--- src/rtl/divider_pkg.sv ---
// Shared types and helpers for the iterative divider family.
// Used by the sequential divider and its future multi-lane/signed variants.
package divider_pkg;

  typedef enum logic [1:0] {
    IDLE = 2'd0,
    CALC = 2'd1,
    DONE = 2'd2
  } div_state_t;

  function automatic int cnt_width(input int width);
    return $clog2(width + 1);
  endfunction

endpackage

--- src/rtl/divider_step.sv ---
// One radix-2 restoring division iteration, purely combinational.
// Reused by the sequential divider and a future unrolled variant.
module divider_step #(
  parameter int WIDTH = 24
) (
  input  logic [WIDTH-1:0] rem_i,
  input  logic [WIDTH-1:0] q_i,
  input  logic [WIDTH-1:0] den_i,
  output logic [WIDTH-1:0] rem_o,
  output logic [WIDTH-1:0] q_o
);

  logic [WIDTH:0] shifted;
  logic [WIDTH:0] trial;

  assign shifted = {rem_i, q_i[WIDTH-1]};
  assign trial   = shifted - {1'b0, den_i};

  // rem < den always holds, so the dropped top bit is zero in both branches
  always_comb begin
    rem_o = shifted[WIDTH-1:0];
    q_o   = {q_i[WIDTH-2:0], 1'b0};
    if (!trial[WIDTH]) begin
      rem_o = trial[WIDTH-1:0];
      q_o   = {q_i[WIDTH-2:0], 1'b1};
    end
  end

endmodule

--- src/rtl/divider_seq.sv ---
// Iterative unsigned restoring divider, one quotient bit per clock,
// with valid/ready handshakes and an explicit divide-by-zero flag.
module divider_seq
  import divider_pkg::*;
#(
  parameter int WIDTH = 24,
  parameter int CNT_W = cnt_width(WIDTH)
) (
  input  logic             clk,
  input  logic             reset,
  input  logic             in_valid,
  output logic             in_ready,
  input  logic [WIDTH-1:0] numerator,
  input  logic [WIDTH-1:0] denominator,
  output logic             out_valid,
  input  logic             out_ready,
  output logic [WIDTH-1:0] quotient,
  output logic [WIDTH-1:0] remainder,
  output logic             div_by_zero
);

  div_state_t       state_q, state_d;
  logic [CNT_W-1:0] cnt_q, cnt_d;
  logic [WIDTH-1:0] den_q, den_d;
  logic [WIDTH-1:0] q_q, q_d;
  logic [WIDTH-1:0] rem_q, rem_d;
  logic             dz_q, dz_d;
  logic [WIDTH-1:0] step_rem;
  logic [WIDTH-1:0] step_q;

  divider_step #(
    .WIDTH(WIDTH)
  ) u_step (
    .rem_i(rem_q),
    .q_i  (q_q),
    .den_i(den_q),
    .rem_o(step_rem),
    .q_o  (step_q)
  );

  always_comb begin
    state_d = state_q;
    cnt_d   = cnt_q;
    den_d   = den_q;
    q_d     = q_q;
    rem_d   = rem_q;
    dz_d    = dz_q;
    unique case (state_q)
      IDLE: begin
        if (in_valid) begin
          den_d = denominator;
          dz_d  = (denominator == '0);
          if (denominator == '0) begin
            q_d     = '1;
            rem_d   = numerator;
            state_d = DONE;
          end else begin
            q_d     = numerator;
            rem_d   = '0;
            cnt_d   = CNT_W'(WIDTH);
            state_d = CALC;
          end
        end
      end
      CALC: begin
        q_d   = step_q;
        rem_d = step_rem;
        cnt_d = cnt_q - 1'b1;
        if (cnt_q == CNT_W'(1)) begin
          state_d = DONE;
        end
      end
      DONE: begin
        if (out_ready) begin
          state_d = IDLE;
        end
      end
      default: state_d = IDLE;
    endcase
  end

  always_ff @(posedge clk or negedge reset) begin
    if (!reset) begin
      state_q <= IDLE;
      cnt_q   <= '0;
      den_q   <= '0;
      q_q     <= '0;
      rem_q   <= '0;
      dz_q    <= 1'b0;
    end else begin
      state_q <= state_d;
      cnt_q   <= cnt_d;
      den_q   <= den_d;
      q_q     <= q_d;
      rem_q   <= rem_d;
      dz_q    <= dz_d;
    end
  end

  assign in_ready    = (state_q == IDLE);
  assign out_valid   = (state_q == DONE);
  assign quotient    = q_q;
  assign remainder   = rem_q;
  assign div_by_zero = dz_q;

endmodule

--- config.mk ---
export PLATFORM = sky130hd
export DESIGN_NAME = divider_seq
export DESIGN_NICKNAME = d
export VERILOG_FILES = /design/src/rtl/divider_pkg.sv /design/src/rtl/divider_step.sv /design/src/rtl/divider_seq.sv
export SDC_FILE = /design/constraint.sdc
export NUM_CORES = 1
export LEC_CHECK = 0
export ABC_AREA = 1
export BUFFER_PORTS_ARGS = -buffer_cell sky130_fd_sc_hd__buf_2
export CORE_AREA = 3 3 111 113
export CTS_BUF_LIST = sky130_fd_sc_hd__clkbuf_8
export CTS_CLUSTER_DIAMETER = 200
export CTS_CLUSTER_SIZE = 16
export DETAILED_ROUTE_END_ITERATION = 16
export DIE_AREA = 0 0 114 116
export MAX_ROUTING_LAYER = met4
export PLACE_DENSITY = 0.77
export SETUP_SLACK_MARGIN = 0.3
export SLEW_MARGIN = 40
export SYNTH_ARGS = -nofsm -noshare
export SYNTH_HDL_FRONTEND = slang
export SYNTH_SLANG_ARGS = --single-unit
--- constraint.sdc ---
create_clock -name clk -period 2.2 [get_ports clk]
set_input_delay 0.44 -clock clk [delete_from_list [all_inputs] [get_ports clk]]
set_output_delay 0.44 -clock clk [all_outputs]
set_load 0.01 [all_outputs]
[Word-level counts from Yosys, hierarchy flattened]
Index checks and enable logic that the tools add are counted.
Storage, ports and cells
  register bits: 80
  input bits: 52
  logic and storage cells: 38
Operators by class
  add/subtract/negate cells: 2
  equal/unequal tests: 7
  mux-type cells: 16
  reduce and logical (&&, ||, !) cells: 7
Operators by type and width (number)
  2-to-1 mux 24 bit: 5
  one-hot mux 24 bit (2 select lines): 2
  subtractor 25 x 24 -> 25 bit: 1
  logical NOT 24 bit: 1
  2-to-1 mux 5 bit: 2
  one-hot mux 5 bit (2 select lines): 1
  2-to-1 mux 2 bit: 4
  inequality test 2 bit, second input constant: 3
  one-hot mux 2 bit (3 select lines): 1
  AND reduction 3 bit: 2
  == test 5 x 1 -> 1 bit, second input constant: 1
  subtractor 5 x 1 -> 5 bit, second input constant: 1
  AND reduction 2 bit: 2
  == test 2 x 1 -> 1 bit, second input constant: 1
  == test 2 bit, second input constant: 1
  logical NOT 2 bit: 1
  inequality test 2 x 1 -> 1 bit, second input constant: 1
  nonzero test 2 bit: 1
  2-to-1 mux 1 bit: 1

[Longest topological paths before layout]
Gate-level depths: netlist of the first run.
  depth after elaboration: 4
  gate-level depth with buffers: 16

[Hierarchy]
From an unflattened synthesis of the first run, not the netlist that was laid out.
Second synthesis, totals
  cell total of the unflattened synthesis: 1047
  area, all modules: 6680.2 um^2
Modules (own cells, without submodules)
  divider_seq: times used 1, cells an instance 522, area an instance 4071.4 um^2, seq. area each 2001.9 um^2
  divider_step: times used 1, cells an instance 525, area an instance 2608.8 um^2, seq. area each 0.0 um^2

[Least setup slack after synthesis of the first run]
OpenSTA, ideal clock, no wires.
  path type: register to register
  start: register q_q[23] (netlist: quotient[23])
  end: register rem_q[4] (netlist: remainder[4])
  setup time: 0.122 ns
  arrival time: 2.052 ns
  data required time: 2.078 ns
  setup slack: 0.025 ns
  cell stages (with the launch flop): 17
  path buffers: 1
  clock period less this slack: 2.175 ns
  path through: dfrtp_1 inv_1 ha_1 fa_1 inv_1 nand2_1 nand2_1 nand3_1 nand2_2 nand2_2 nand3_2 nand2_4 nand2_4 buf_6 nand2_1 nand3_1 a21boi_1
On the way
  cells in the longest elaborated chain, start to end: 3
RTL lines
  from (decl): RTL line divider_seq.sv:25  | logic [WIDTH-1:0] q_q, q_d;
  from (signal assigned): RTL line divider_seq.sv:94  | q_q <= q_d;
  subtractor 25 x 24 -> 25 bit: RTL line divider_step.sv:17  | assign trial = shifted - {1'b0, den_i};
  2-to-1 mux 24 bit: RTL line divider_step.sv:23  | if (!trial[WIDTH]) begin
  one-hot mux 24 bit (2 select lines): RTL line divider_seq.sv:48  | unique case (state_q)
  to (signal assigned): RTL line divider_seq.sv:95  | rem_q <= rem_d;
  to (decl): RTL line divider_seq.sv:26  | logic [WIDTH-1:0] rem_q, rem_d;
Every way passes these cells.
A chain may end at the register's enable or synchronous reset.

[Worst setup path after layout of the first run]
  start: register den_q[0]
  end: register rem_q[0] (netlist: remainder[0])
On the way
  cells in the longest elaborated chain, start to end: 3
RTL lines
  from (decl): RTL line divider_seq.sv:24  | logic [WIDTH-1:0] den_q, den_d;
  from (signal assigned): RTL line divider_seq.sv:93  | den_q <= den_d;
  subtractor 25 x 24 -> 25 bit: RTL line divider_step.sv:17
  2-to-1 mux 24 bit: RTL line divider_step.sv:23
  one-hot mux 24 bit (2 select lines): RTL line divider_seq.sv:48
Every way passes these cells.

==> out/results.ini, run 1 <==
[cts]
cts_num_sinks=80
cts_tree=yes
clk_latency_ns=0.39
path_clk_slew_ns=0.08
ctsLongestPathBuffers=2
cts.htree.levels=3
cts-buffers-inserted=9
cts_root_buf=clkbuf_8

[min_path]
hp-class=primary input to flip-flop

[finish]
nNetsFinal=1113
diodes=0
syn2layout_area_growth_pct=31.14
fillers=982
multi_input_area_sq_um=3676
ff_latch_area_sq_um=2004
drive_gt1_frac=0.2967

[global_routing]
grt_usage=0.2892
grt_overflow=0
grt_pass1_vias=5924
grt_start_max_net_pins=62
grt_pass1_wl_um=28750
antenna_found_initial=0

[worst_setup_path]
crit_type=flip-flop to flip-flop
slowest_delay_ns=0.41
worstPathMaxFanout=8
cp.buffers_inverters=2
cp_slowest_cell=dfrtp_1
critPathArrivalTime_ns=2.46
critPathRequiredTime_ns=2.46
end_kind=flip-flop
path_delay_family=simple AND/OR/NAND/NOR gates
startpoint_type=flip-flop
path_cells=ha_4 -> fa_2 -> inv_2 -> nand2_1 -> nand2_1 -> nand3_2 -> nand2_2 -> nand2_4 -> nand3_4 -> nand2_8 -> nand2_8 -> buf_12 -> nand2_4 -> nand3_2 -> a21boi_2

[die]
fp.dieH_um=116
ios=103
core_area_sq_um=11420
fp-row-count=39
start_util=0.5232
die_w_um=114
die_area_sq_um=13220

[timing]
period_needed_ns=2.202
setup_tns_ns=-0.002159
worstMarginPinSlew_ns=0.6752
final-hold-violation-count=0
slew_headroom=0.5498
finalMaxSlewViolations=0
post-route-period-util=1.001
setup_viol=1
setup_ws_ns=-0.002159
fin_worst_skew_ns=0.01824
fmax_mhz=454.1
rsz0062_at_grt=true
hold_slack_ns=0.3041

[place]
port_buffers=102
gp_congestion=0.9588
dp_hpwl_um=14150
dpl_worst_slack_ns=-0.02208

[yosys]
yosys.area.top_type=dfrtp_1
ys_types=39
synth_area_per_cell_sq_um=6.789
synth_cells=880
synth_area_sq_um=5974
netlist.area_leader.share=0.3351
postSynth.asyncResetShare=1.000
synth_area_leaders=dfrtp_1 34%, nand2_1 16%, inv_1 11%, nand3_1 5.5%, ha_1 5.4%
ys_seq_area_frac=0.3351
ys_warn_count=0
synth_nets=959
synth_ff_type=dfrtp_1
ys_ff_latch=80
synth-edff-count=0

[route]
drtPass1Iterations=5
wire_per_inst_um=16.07
vias=6367
drc=0
drtIter0Drc=641
via_per_inst=5.391
wirelength_um=18980
antenna_left=0

[outcome]
violations=negative setup slack
outcome=complete, but fails checks

[flow_run]
maxCapViolations=0

## per-stage QoR
stage | cells | util | instance area [sq um]
after floorplan | 880 | - | 5993
after global placement | 1150 | 0.6126 | 6995
after detailed placement | 1150 | 0.6126 | 6995
after CTS | 1174 | 0.6478 | 7397
after global routing | 1181 | 0.6862 | 7835
final | 1181 | 0.6862 | 7835
## cell type report
| class | count | share of cell area |
|---|---|---|
| clock buffers | 9 | 0.01581 |
| clock inverters | 6 | 0.007985 |
| inverters | 178 | 0.08528 |
| multi-input cells | 594 | 0.4692 |
| flip-flops and latches | 80 | 0.2558 |
| well taps | 143 | 0.02284 |
| repair buffers | 171 | 0.1431 |
## what timing repair did
action | in CTS | in global routing
resized for setup | 28 | 73
pin swaps | 5 | 22
setup buffers | 6 | 6
hold buffers | 1 | 0
endpoints found under the setup margin | 25 | 25
hold endpoints to repair | 21 | 0
cloned | 2 | 1
## placed cells by master (no fill, tap or decap), types with 2 or more instances in the layout
cell type | synthesis | layout
nand2_1 | 254 | 231
inv_1 | 174 | 165
buf_2 | 9 | 102
dfrtp_1 | 80 | 78
buf_4 | 1 | 58
nand3_1 | 66 | 53
o21ai_0 | 48 | 48
a21oi_1 | 39 | 35
nand2_2 | 12 | 30
nor2_1 | 32 | 25
ha_4 | 0 | 19
nand3_2 | 6 | 18
nand4_1 | 16 | 16
inv_2 | 4 | 15
a21boi_1 | 18 | 14
a22oi_1 | 13 | 13
a21boi_2 | 5 | 9
xor2_1 | 9 | 9
clkbuf_8 | 0 | 9
nor2_2 | 4 | 8
ha_1 | 26 | 7
o21a_1 | 6 | 6
o21bai_1 | 6 | 6
nor3_1 | 4 | 4
a32oi_1 | 4 | 4
a21oi_2 | 1 | 4
nand2_4 | 2 | 4
nand2_8 | 0 | 4
or2_2 | 4 | 4
buf_12 | 0 | 4
buf_6 | 3 | 4
nor2_4 | 0 | 3
and2_1 | 3 | 3
nand3b_1 | 3 | 3
o2111ai_1 | 2 | 2
xnor2_1 | 2 | 2
dfrtp_2 | 0 | 2
## flip-flops by register name, summed over array words and instances, names as in the netlist
register and cells:
state_q 2, den_q 24, quotient 24, div_by_zero 1
remainder 24, cnt_q 5
## worst reg2reg max path, stage by stage, from the launching register on
cell and delay [ns]:
dfrtp_1 0.41, ha_4 0.18, fa_2 0.37, inv_2 0.06, nand2_1 0.04, nand2_1 0.08
nand3_2 0.07, nand2_2 0.10, nand2_4 0.08, nand3_4 0.10, nand2_8 0.11, nand2_8 0.14
buf_12 0.15, nand2_4 0.06, nand3_2 0.07, a21boi_2 0.07
## routing by layer
layer | GRT usage | routed length [um] | vias up
met2 | 0.4606 | 9138 | 277
li1 | - | - | 3086
met3 | 0.03499 | 1170 | 49
met1 | 0.3735 | 7982 | 2955
met4 | 0.1235 | 684 | 0
met5 | - | 0 | -
## path summary, 6_finish.rpt
kind,start,end,slack (ns),cells past startpoint
worst min register to register,den_q[10]$_DFFE_PN0P_,den_q[10]$_DFFE_PN0P_,0.49,2
min in group asynchronous,reset,remainder[15]$_DFFE_PN0P_,0.51,2
max in group asynchronous,reset,den_q[11]$_DFFE_PN0P_,1.10,3
worst min-delay path,denominator[12],den_q[12]$_DFFE_PN0P_,0.30,3
worst max-delay path,den_q[0]$_DFFE_PN0P_,remainder[0]$_DFFE_PN0P_,-0.002,15
worst max register to register,den_q[0]$_DFFE_PN0P_,remainder[0]$_DFFE_PN0P_,-0.002,15
## logic make-up after synthesis
kind of cell               share of synthesized area
xor gates and xnor gates                     0.01613
DFF                                           0.3351
and+or+nand+nor                               0.3003
adders and majority gates                    0.05780
AOI/OAI and AO/OA                             0.1543
buffers and inverters                         0.1363
## cells in the mapped netlist (all sizes together), types with 6 or more instances
cell type	instances
xor2	9
dfrtp	80
nand3	72
nor2	36
o21bai	6
buf	13
nand4	17
a21oi	40
a21boi	23
clkbuf	16
inv	178
a22oi	13
o21a	6
nand2	268
ha	26
o21ai	48
Power of run 1 is left out: the tool's default activity adds up to more than one toggle a clock period on the data nets, which glitch-free logic cannot reach.
==> run 2, diff against run 1 <==
--- a/config.mk
+++ b/config.mk
@@ -16,6 +16,7 @@
 export MAX_ROUTING_LAYER = met4
 export PLACE_DENSITY = 0.77
 export SETUP_SLACK_MARGIN = 0.3
+export SKIP_CTS_REPAIR_TIMING = 1
 export SLEW_MARGIN = 40
 export SYNTH_ARGS = -nofsm -noshare
 export SYNTH_HDL_FRONTEND = slang
==> run 2 against run 1 <==
Net effect:
- the flow now finishes without violations
- die area unchanged
- largest cell class unchanged
- clock skew decreased by 0.0029 ns
- critical path type unchanged
- worst hold slack about the same
- register-to-register slack improved by 0.04 ns
==> out/results.ini, run 2 (synthesis gave the netlist of run 1 again) <==
[outcome]
outcome=complete, no violations

[global_routing]
met2_usage=0.4555
grt_start_max_net_pins=62
grt_pass1_vias=5814
grt_usage=0.2833
grt_pass1_wl_um=28150
antenna_found_initial=0
busiest_layer=met2
grt_overflow=0
use_met1=0.3663
met3_usage=0.04073

[die]
die_area_sq_um=13220
start_util=0.5232
fp.dieH_um=116
die_w_um=114
fp-row-count=39
core_area_sq_um=11420
ios=103

[route]
drtPass1Iterations=5
vias=6199
antenna_left=0
wirelength_um=18170
via_per_inst=5.289
drc=0
drtIter0Drc=589
wire_per_inst_um=15.50

[place]
gp_congestion=0.9588
dpl_worst_slack_ns=-0.02208
dp_hpwl_um=14150
port_buffers=102
placedCellCount=1150

[timing]
setup_viol=0
fmax_mhz=461.7
worstMarginPinSlew_ns=0.6093
setup_ws_ns=0.03430
final-hold-violation-count=0
rsz0062_at_grt=true
period_needed_ns=2.166
setup_tns_ns=0
finalMaxSlewViolations=0
hold_slack_ns=0.3041
fin_worst_skew_ns=0.01533
slew_headroom=0.5938
post-route-period-util=0.9844

[cts]
cts_root_buf=clkbuf_8
cts.htree.levels=3
cts_tree=yes
cts_num_sinks=80
ctsLongestPathBuffers=2
clk_latency_ns=0.38
path_clk_slew_ns=0.09
cts-buffers-inserted=9

[worst_setup_path]
reg2regPathDepth=15
worstPathMaxFanout=12
cp.buffers_inverters=3
critPathArrivalTime_ns=2.47
path_cells=ha_1 -> nand2_1 -> inv_1 -> nand2_1 -> nand2_1 -> inv_1 -> nand2_1 -> nand2_2 -> nand3_2 -> nand2_4 -> nand2_8 -> buf_12 -> nand2_2 -> nand3_1 -> a21boi_2
cp_slowest_cell=dfrtp_1
startpoint_type=flip-flop
crit_type=flip-flop to flip-flop
slowest_delay_ns=0.43
path_delay_family=simple AND/OR/NAND/NOR gates
critPathRequiredTime_ns=2.51
cp.depth=15
cp_common_cell=nand2_1
end_kind=flip-flop

[finish]
drive_gt1_frac=0.2517
nNetsFinal=1104
syn2layout_area_growth_pct=25.15
fillers=1044
final_common_cell=nand2_1
final_cell_mix=246 x nand2_1, 170 x inv_1, 101 x buf_2
fin_cells=1172
diodes=0

[flow_run]
maxCapViolations=0

[min_path]
min_path_cells=3
hp-class=primary input to flip-flop

run 2: cell types whose count changed in the layout (fill, tap and decap cells not counted), moves of 5 or more:
cell and change:
nand2_1 +15, nand2_2 -11, nand3_1 +10, ha_4 -9
nand3_2 -9, ha_1 +8, inv_1 +5, inv_2 -5
run 2: cell type report:
cell class	count	area, sq um	area share
multi-input cells	593	3406	0.4555
clock inverters	6	62.56	0.008367
flip-flops and latches	80	2003	0.2679
repair buffers	163	1035	0.1384
inverters	178	668.1	0.08936
well taps	143	178.9	0.02393
clock buffers	9	123.9	0.01657
run 2: final timing paths:
kind | start | end | slack [ns]
max in group asynchronous | reset | den_q[13]$_DFFE_PN0P_ | 1.09
min in group asynchronous | reset | remainder[15]$_DFFE_PN0P_ | 0.52
max reg2reg | remainder[13]$_DFFE_PN0P_ | remainder[0]$_DFFE_PN0P_ | 0.03
min reg2reg | den_q[11]$_DFFE_PN0P_ | den_q[11]$_DFFE_PN0P_ | 0.49
min | denominator[12] | den_q[12]$_DFFE_PN0P_ | 0.30
max | remainder[13]$_DFFE_PN0P_ | remainder[0]$_DFFE_PN0P_ | 0.03
run 2: routing by layer:
layer / wire length [um] / up-vias / part of all wire
met1: 8121 / 2877 / 0.45
met4: 516 / 0 / 0.028
li1: - / 3067 / -
met5: 0 / - / 0
met3: 901 / 38 / 0.050
met2: 8631 / 217 / 0.48
run 2: tightest hold or removal path, delay by kind of cell:
family	cells	cell delay (ns)
simple gates	1	0.05
compound gates	1	0.06
buf+inv	1	0.09
run 2: metrics by stage:
step / util / instance area, sq um
3_5_place_dp: 0.6126 / 6995
3_3_place_gp: 0.6126 / 6995
2_1_floorplan: - / 5993
5_1_grt: 0.6548 / 7477
6_report: 0.6548 / 7477
4_1_cts: 0.6290 / 7182
Power of run 2 is left out for the same reason.
